### config.mk
export PLATFORM = sky130hd
export DESIGN_NAME = rotor_step_controller_flat
export DESIGN_NICKNAME = d
export VERILOG_FILES = /design/src/rtl/enigma_pkg.sv /design/src/rtl/rotor_step_controller_if.sv /design/src/rtl/rotor_pos_counter.sv /design/src/rtl/rotor_step_controller.sv /design/src/flat_wrapper.sv
export SDC_FILE = /design/constraint.sdc
export NUM_CORES = 1
export LEC_CHECK = 0
export BUFFER_PORTS_ARGS = -buffer_cell sky130_fd_sc_hd__buf_4
export CAP_MARGIN = 20
export CORE_MARGIN = 2
export CORE_UTILIZATION = 50
export DETAILED_ROUTE_END_ITERATION = 8
export PLACE_DENSITY = 0.78
export SLEW_MARGIN = 10
export SYNTH_ARGS = -nofsm -noshare
export SYNTH_HDL_FRONTEND = slang
export SYNTH_HIERARCHICAL = 1
export SYNTH_SLANG_ARGS = --single-unit
### constraint.sdc
create_clock -name clock -period 2 [get_ports clock]
set_input_delay 0.2 -clock clock [delete_from_list [all_inputs] [get_ports clock]]
set_output_delay 0.2 -clock clock [all_outputs]
set_load 0.01 [all_outputs]
### src/rtl/enigma_pkg.sv
// Shared letter constants, FSM state encoding and the debug view used by
// the Enigma rotor-stepping blocks.
package enigma_pkg;

    localparam int LETTER_W         = 5;
    localparam int NUM_LETTERS      = 26;
    localparam int NOTCH1_DEFAULT   = 16;
    localparam int SETTLE_W         = 4;

    localparam logic [LETTER_W-1:0] INVALID_LETTER = 5'd31;
    localparam logic [LETTER_W-1:0] LAST_LETTER    = 5'd25;

    typedef enum logic [1:0] {
        ST_IDLE    = 2'd0,
        ST_STEP    = 2'd1,
        ST_SETTLE  = 2'd2,
        ST_CAPTURE = 2'd3
    } fsm_state_e;

    typedef struct packed {
        logic [1:0]          state;
        logic [SETTLE_W-1:0] settle_cnt;
        logic                r1_notch;
        logic                r2_notch;
        logic                pend_full;
    } dbg_t;

    // Inputs are 5 bits wide, so one conditional subtract covers 26..31.
    function automatic logic [LETTER_W-1:0] letter_mod26(input logic [LETTER_W-1:0] v);
        return (v > LAST_LETTER) ? v - LETTER_W'(NUM_LETTERS) : v;
    endfunction

endpackage

### src/rtl/rotor_step_controller_if.sv
// Bus between the keyboard/datapath side (master) and the rotor step controller (slave).
interface rotor_step_controller_if;
    import enigma_pkg::*;

    // key_ready is a level held while a make-code is present; the controller
    // consumes one press per rising edge of its registered copy. enc_valid is
    // a one-cycle strobe qualifying enc_letter; there is no back-pressure.
    logic                key_ready;
    logic [LETTER_W-1:0] key_code;
    logic                set;
    logic                set_sel;
    logic [LETTER_W-1:0] set_state;
    logic [LETTER_W-1:0] enc_result;
    logic [LETTER_W-1:0] rotor1_pos;
    logic [LETTER_W-1:0] rotor2_pos;
    logic [LETTER_W-1:0] enc_in;
    logic                enc_valid;
    logic [LETTER_W-1:0] enc_letter;
    logic                busy;

    modport master (
        output key_ready, key_code, set, set_sel, set_state, enc_result,
        input  rotor1_pos, rotor2_pos, enc_in, enc_valid, enc_letter, busy
    );

    modport slave (
        input  key_ready, key_code, set, set_sel, set_state, enc_result,
        output rotor1_pos, rotor2_pos, enc_in, enc_valid, enc_letter, busy
    );

endinterface

### src/rtl/rotor_pos_counter.sv
// Mod-26 rotor position register with synchronous load (priority) and an
// increment enable; at_notch flags the position that carries into the next rotor.
module rotor_pos_counter
    import enigma_pkg::*;
#(
    parameter logic [LETTER_W-1:0] NOTCH = LETTER_W'(NOTCH1_DEFAULT)
) (
    input  logic                clock,
    input  logic                reset,
    input  logic                load,
    input  logic [LETTER_W-1:0] load_val,
    input  logic                inc,
    output logic [LETTER_W-1:0] pos,
    output logic                at_notch
);

    always_ff @(posedge clock) begin
        if (reset) begin
            pos <= '0;
        end else if (load) begin
            pos <= load_val;
        end else if (inc) begin
            pos <= (pos == LAST_LETTER) ? '0 : pos + LETTER_W'(1);
        end
    end

    assign at_notch = (pos == NOTCH);

endmodule

### src/rtl/rotor_step_controller.sv
// Sequences one key press through rotor step, datapath settle and capture.
// Define PEND_BUF_EN to queue one press that arrives while busy.
module rotor_step_controller
    import enigma_pkg::*;
#(
    parameter int SETTLE_CYCLES = 2,
    parameter int NOTCH1        = NOTCH1_DEFAULT
) (
    input  logic                   clock,
    input  logic                   reset,
    rotor_step_controller_if.slave bus,
    output dbg_t                   dbg
);

    localparam logic [1:0] IDLE    = ST_IDLE;
    localparam logic [1:0] STEP    = ST_STEP;
    localparam logic [1:0] SETTLE  = ST_SETTLE;
    localparam logic [1:0] CAPTURE = ST_CAPTURE;

    logic [1:0]          state;
    logic                key_q;
    logic                key_q_d;
    logic [SETTLE_W-1:0] settle_cnt;
    logic [LETTER_W-1:0] enc_in;
    logic [LETTER_W-1:0] enc_letter;
    logic                enc_valid;
    logic [LETTER_W-1:0] r1_pos;
    logic [LETTER_W-1:0] r2_pos;
    logic                r1_notch;
    logic                r2_notch;
    logic                pend_full;
    logic [LETTER_W-1:0] pend_code;

    logic                in_idle;
    logic                press_ok;
    logic                set_take;
    logic                accept;
    logic [LETTER_W-1:0] set_val;

    assign in_idle  = (state == IDLE);
    assign press_ok = key_q && !key_q_d && (bus.key_code <= LAST_LETTER);
    assign set_take = in_idle && bus.set;
    // A set in the same cycle wins; the press edge is simply consumed.
    assign accept   = in_idle && press_ok && !bus.set;
    assign set_val  = letter_mod26(bus.set_state);

    rotor_pos_counter #(
        .NOTCH (LETTER_W'(NOTCH1))
    ) u_rotor1 (
        .clock    (clock),
        .reset    (reset),
        .load     (set_take && !bus.set_sel),
        .load_val (set_val),
        .inc      (state == STEP),
        .pos      (r1_pos),
        .at_notch (r1_notch)
    );

    rotor_pos_counter u_rotor2 (
        .clock    (clock),
        .reset    (reset),
        .load     (set_take && bus.set_sel),
        .load_val (set_val),
        .inc      ((state == STEP) && r1_notch),
        .pos      (r2_pos),
        .at_notch (r2_notch)
    );

    always_ff @(posedge clock) begin
        if (reset) begin
            state      <= IDLE;
            key_q      <= 1'b0;
            key_q_d    <= 1'b0;
            settle_cnt <= '0;
            enc_in     <= '0;
            enc_letter <= '0;
            enc_valid  <= 1'b0;
        end else begin
            key_q     <= bus.key_ready;
            key_q_d   <= key_q;
            enc_valid <= 1'b0;
            case (state)
                IDLE: begin
                    if (accept) begin
                        enc_in <= bus.key_code;
                        state  <= STEP;
                    end
                end
                STEP: begin
                    settle_cnt <= SETTLE_W'(SETTLE_CYCLES);
                    state      <= SETTLE;
                end
                SETTLE: begin
                    settle_cnt <= settle_cnt - SETTLE_W'(1);
                    if (settle_cnt <= SETTLE_W'(1)) begin
                        state <= CAPTURE;
                    end
                end
                CAPTURE: begin
                    enc_letter <= bus.enc_result;
                    enc_valid  <= 1'b1;
                    if (pend_full) begin
                        enc_in <= pend_code;
                        state  <= STEP;
                    end else begin
                        state <= IDLE;
                    end
                end
                default: state <= IDLE;
            endcase
        end
    end

`ifdef PEND_BUF_EN
    // Draining in CAPTURE takes priority, so a press landing there is dropped.
    always_ff @(posedge clock) begin
        if (reset) begin
            pend_full <= 1'b0;
            pend_code <= '0;
        end else if ((state == CAPTURE) && pend_full) begin
            pend_full <= 1'b0;
        end else if (!in_idle && press_ok && !pend_full) begin
            pend_full <= 1'b1;
            pend_code <= bus.key_code;
        end
    end
`else
    assign pend_full = 1'b0;
    assign pend_code = '0;
`endif

    assign bus.rotor1_pos = r1_pos;
    assign bus.rotor2_pos = r2_pos;
    assign bus.enc_in     = enc_in;
    assign bus.enc_valid  = enc_valid;
    assign bus.enc_letter = enc_letter;
    assign bus.busy       = !in_idle;

    always_comb begin
        dbg            = '0;
        dbg.state      = state;
        dbg.settle_cnt = settle_cnt;
        dbg.r1_notch   = r1_notch;
        dbg.r2_notch   = r2_notch;
        dbg.pend_full  = pend_full;
    end

endmodule

### src/flat_wrapper.sv
// flat-port wrapper written by rule: the top's interface ports become plain ports
module rotor_step_controller_flat import enigma_pkg::*;
#(
    parameter int SETTLE_CYCLES = 2,
    parameter int NOTCH1        = NOTCH1_DEFAULT
)
  (clock, reset, dbg, bus_key_ready, bus_key_code, bus_set, bus_set_sel, bus_set_state, bus_enc_result, bus_rotor1_pos, bus_rotor2_pos, bus_enc_in, bus_enc_valid, bus_enc_letter, bus_busy);
  rotor_step_controller_if bus_i ();
  input  logic clock;
  input  logic reset;
  output dbg_t dbg;
  input wire logic [$bits(bus_i.key_ready)-1:0] bus_key_ready;
  input wire logic [$bits(bus_i.key_code)-1:0] bus_key_code;
  input wire logic [$bits(bus_i.set)-1:0] bus_set;
  input wire logic [$bits(bus_i.set_sel)-1:0] bus_set_sel;
  input wire logic [$bits(bus_i.set_state)-1:0] bus_set_state;
  input wire logic [$bits(bus_i.enc_result)-1:0] bus_enc_result;
  output wire logic [$bits(bus_i.rotor1_pos)-1:0] bus_rotor1_pos;
  output wire logic [$bits(bus_i.rotor2_pos)-1:0] bus_rotor2_pos;
  output wire logic [$bits(bus_i.enc_in)-1:0] bus_enc_in;
  output wire logic [$bits(bus_i.enc_valid)-1:0] bus_enc_valid;
  output wire logic [$bits(bus_i.enc_letter)-1:0] bus_enc_letter;
  output wire logic [$bits(bus_i.busy)-1:0] bus_busy;
  assign bus_i.key_ready = bus_key_ready;
  assign bus_i.key_code = bus_key_code;
  assign bus_i.set = bus_set;
  assign bus_i.set_sel = bus_set_sel;
  assign bus_i.set_state = bus_set_state;
  assign bus_i.enc_result = bus_enc_result;
  assign bus_rotor1_pos = bus_i.rotor1_pos;
  assign bus_rotor2_pos = bus_i.rotor2_pos;
  assign bus_enc_in = bus_i.enc_in;
  assign bus_enc_valid = bus_i.enc_valid;
  assign bus_enc_letter = bus_i.enc_letter;
  assign bus_busy = bus_i.busy;
  rotor_step_controller #(.SETTLE_CYCLES(SETTLE_CYCLES), .NOTCH1(NOTCH1)) u_core (.clock(clock), .reset(reset), .bus(bus_i), .dbg(dbg));
endmodule
==> results.toml <==
[clocking]
postCtsHoldBufs = 0
clock_sinks = 29
clk_pin_slew_ns = 0.11
cts_root_buf = "clkbuf_4"
cts_resized = 0
postCtsSetupBuffers = 0
cts_tree = "yes"
clock_path_buffers = 2
numCtsBuffers = 5
clock_latency_ns = 0.34
htree_levels = 2

[die]
core-area_mm2 = 0.00328
die_area_mm2 = 0.00384
rows = 21
die_x_um = 62.0
start_util_pct = 51.2
io_pins = 51
die_h_um = 62.0

[hold_path]
hold_class = "input pin to flop"
min_to = "u_core/key_q"
min-delay-start = "bus_key_ready"
whs_path_depth = 2

[routing]
num_vias = 1539
dr.pass1.iters = 5
ant_nets = 0
drc = 0
drt_iter0_drc = 49
routed_wl_um = 3630
routedWlPerCell_um = 12.6
vias_per_cell = 5.36

[critical_path]
ff2ff_path_depth = 7
critical_path_required_ns = 2.25
endpoint_kind = "flop"
reg2reg_to = "u_core/u_rotor2/pos[2]"
cp_slowest_cell = "dfxtp_1"
start_kind = "flop"
cp_cell_sequence = "inv_1 > ha_1 > and4bb_2 > and2_1 > nand2_1 > a311o_1 > a221oi_1"
critical_path_class = "flop to flop"
r2r_slack_ns = 0.13
cp_slowest_stage_delay_ns = 0.37
cp.arrival_ns = 2.12
crit_fanout = 6
path_buf_inv = 1
rr_startpoint = "u_core/u_rotor1/pos[0]"
cpLargestDelayFamily = "simple AND/OR/NAND/NOR gates"

[final_layout]
layout.cells.non_filler = 287
area_delta_synth_final_pct = 28.7
nets = 275
final_common_cell = "buf_4"
diodes = 0
drive_gt1_share_pct = 28.6
final_cell_mix = "53 x buf_4, 29 x dfxtp_1, 18 x inv_1, 16 x nor2_1"

[timing]
fmax_ghz = 0.533
fin_crit_sh_pct = 93.7
totalNegativeSetupSlack_ns = 0
finalMaxSlewViolations = 0
finalWorstSetupSlack_ns = 0.125
fin_crit_ns = 1.87
finalSetupViolCount = 0
hold_viol = 0
finalClockSkew_ns = 0.0103
rsz0062_at_grt = "false"
holdWs_ns = 0.0578

[synthesis]
synth_area_mm2 = 0.00168
synth_top_flop_cell = "dfxtp_1"
async_flop_share_pct = 0
syn_area_per_cell_um2 = 8.85
synth-seq-cells = 29
synthDistinctLibCells = 41
syn_nets = 225
syn_inst = 190
ys_seq_area_share_pct = 34.5
synth_edf_count = 0
synth.yosys.warnings = 6

[global_routing]
grt_pass1_wl_um = 5490
grt_max_degree = 33
antenna_found_initial = 0
grtUsageTotal_pct = 19.5
first_global_vias = 1269
grt.overflow.total = 0

[run]
drv_cap = 0

[pwr]
ir_drop_uv = 608
leakage_nw = 0.953
powerDensity_mw_per_mm2 = 1020

[placed_design]
numPortBuffers = 49
pre_cts_ws_ns = 0.170
dp.cells = 279
dp_hpwl_um = 2640
place.gp.congestion = 0.821

[outcome]
status = "complete, no violations"
[stage by stage]
stage / utilization (%) / cell area, µm² / power [mW]
finish: 65.9 / 2160 / 2.20
global route: 65.9 / 2160 / 2.37
CTS: 65.9 / 2160 / 2.22
detailed placement: 63.4 / 2080 / 1.72
global placement: 63.4 / 2080 / 1.70
floorplan: - / 1680 / 1.37
[cells in the mapped netlist (2+ instances only)]
cell type	count	area (µm²)
a221oi_1	4	35.0
a311oi_1	3	26.3
mux2i_1	10	100
nand3b_1	2	15.0
nand4b_1	5	43.8
a311o_1	2	20.0
ha_1	15	188
o21ai_0	2	10.0
nor2_1	16	60.1
a211oi_1	3	22.5
xor2_1	2	17.5
nor2b_1	5	31.3
clkbuf_1	6	22.5
nand3_1	10	50.1
or4b_1	2	20.0
dfxtp_1	29	581
and4bb_2	2	25.0
o22ai_2	2	25.0
buf_4	3	22.5
nor3b_1	4	30.0
or3_1	2	12.5
nand2_1	8	30.0
inv_2	2	7.51
a21oi_1	15	75.1
inv_1	18	67.6
nand2b_1	3	18.8
[sequential cells by signal (all words and copies together) (netlist names), 2 cells and up]
register               flops
u_core/bus.enc_in          5
u_core/bus.enc_letter      5
u_core/settle_cnt          4
u_core/state               2
u_core/u_rotor1/pos        5
u_core/u_rotor2/pos        5
[worst max path at each step]
stage / cells after the start / slack [ns] / from / endpoint
5_1_grt: 7 / 0.01 / u_core/u_rotor1/pos[1] / u_core/u_rotor2/pos[2]
3_3_place_gp: 7 / 0.24 / u_core/u_rotor1/pos[0] / u_core/u_rotor2/pos[4]
2_1_floorplan: 7 / 0.27 / u_core/u_rotor1/pos[0] / u_core/u_rotor2/pos[4]
4_1_cts: 7 / 0.15 / u_core/u_rotor1/pos[0] / u_core/u_rotor2/pos[4]
3_5_place_dp: 7 / 0.17 / u_core/u_rotor1/pos[0] / u_core/u_rotor2/pos[4]
6_report: 7 / 0.13 / u_core/u_rotor1/pos[0] / u_core/u_rotor2/pos[2]
[report_power, final]
group	total (mW)	switching [mW]	internal, mW
clock network	0.498	0.234	0.264
registers	0.782	0.111	0.671
logic	0.924	0.479	0.445
[kinds of logic (layout without fill, tap and decap cells)]
logic type | Yosys count | count (layout) | share of synthesized area [%]
DFF | 29 | 29 | 34.5
AOI/OAI and AO/OA | 36 | 36 | 15.2
xor gates and xnor gates | 3 | 3 | 1.56
buffers and inverters | 30 | 81 | 7.81
adders and majority gates | 15 | 15 | 11.2
other | 1 | 1 | 0.223
and+or+nand+nor | 65 | 65 | 22.9
muxes | 11 | 11 | 6.62
[area by class of cell]
cell class | count | area (µm²)
clock buffers | 5 | 37.5
clock inverters | 3 | 46.3
fillers | 293 | 1120
inverters | 20 | 75.1
multi-input cells | 131 | 970
flip-flops and latches | 29 | 581
well taps | 46 | 57.6
repair buffers | 53 | 398
[routing by layer]
layer,track usage [%],vias to the layer above,wire length (µm)
li1,-,769,-
met1,24.0,717,1620
met2,30.8,48,1710
met3,7.66,5,245
met4,7.29,0,48
met5,0,-,0
Note: power is estimated with default switching activity, not from simulation.
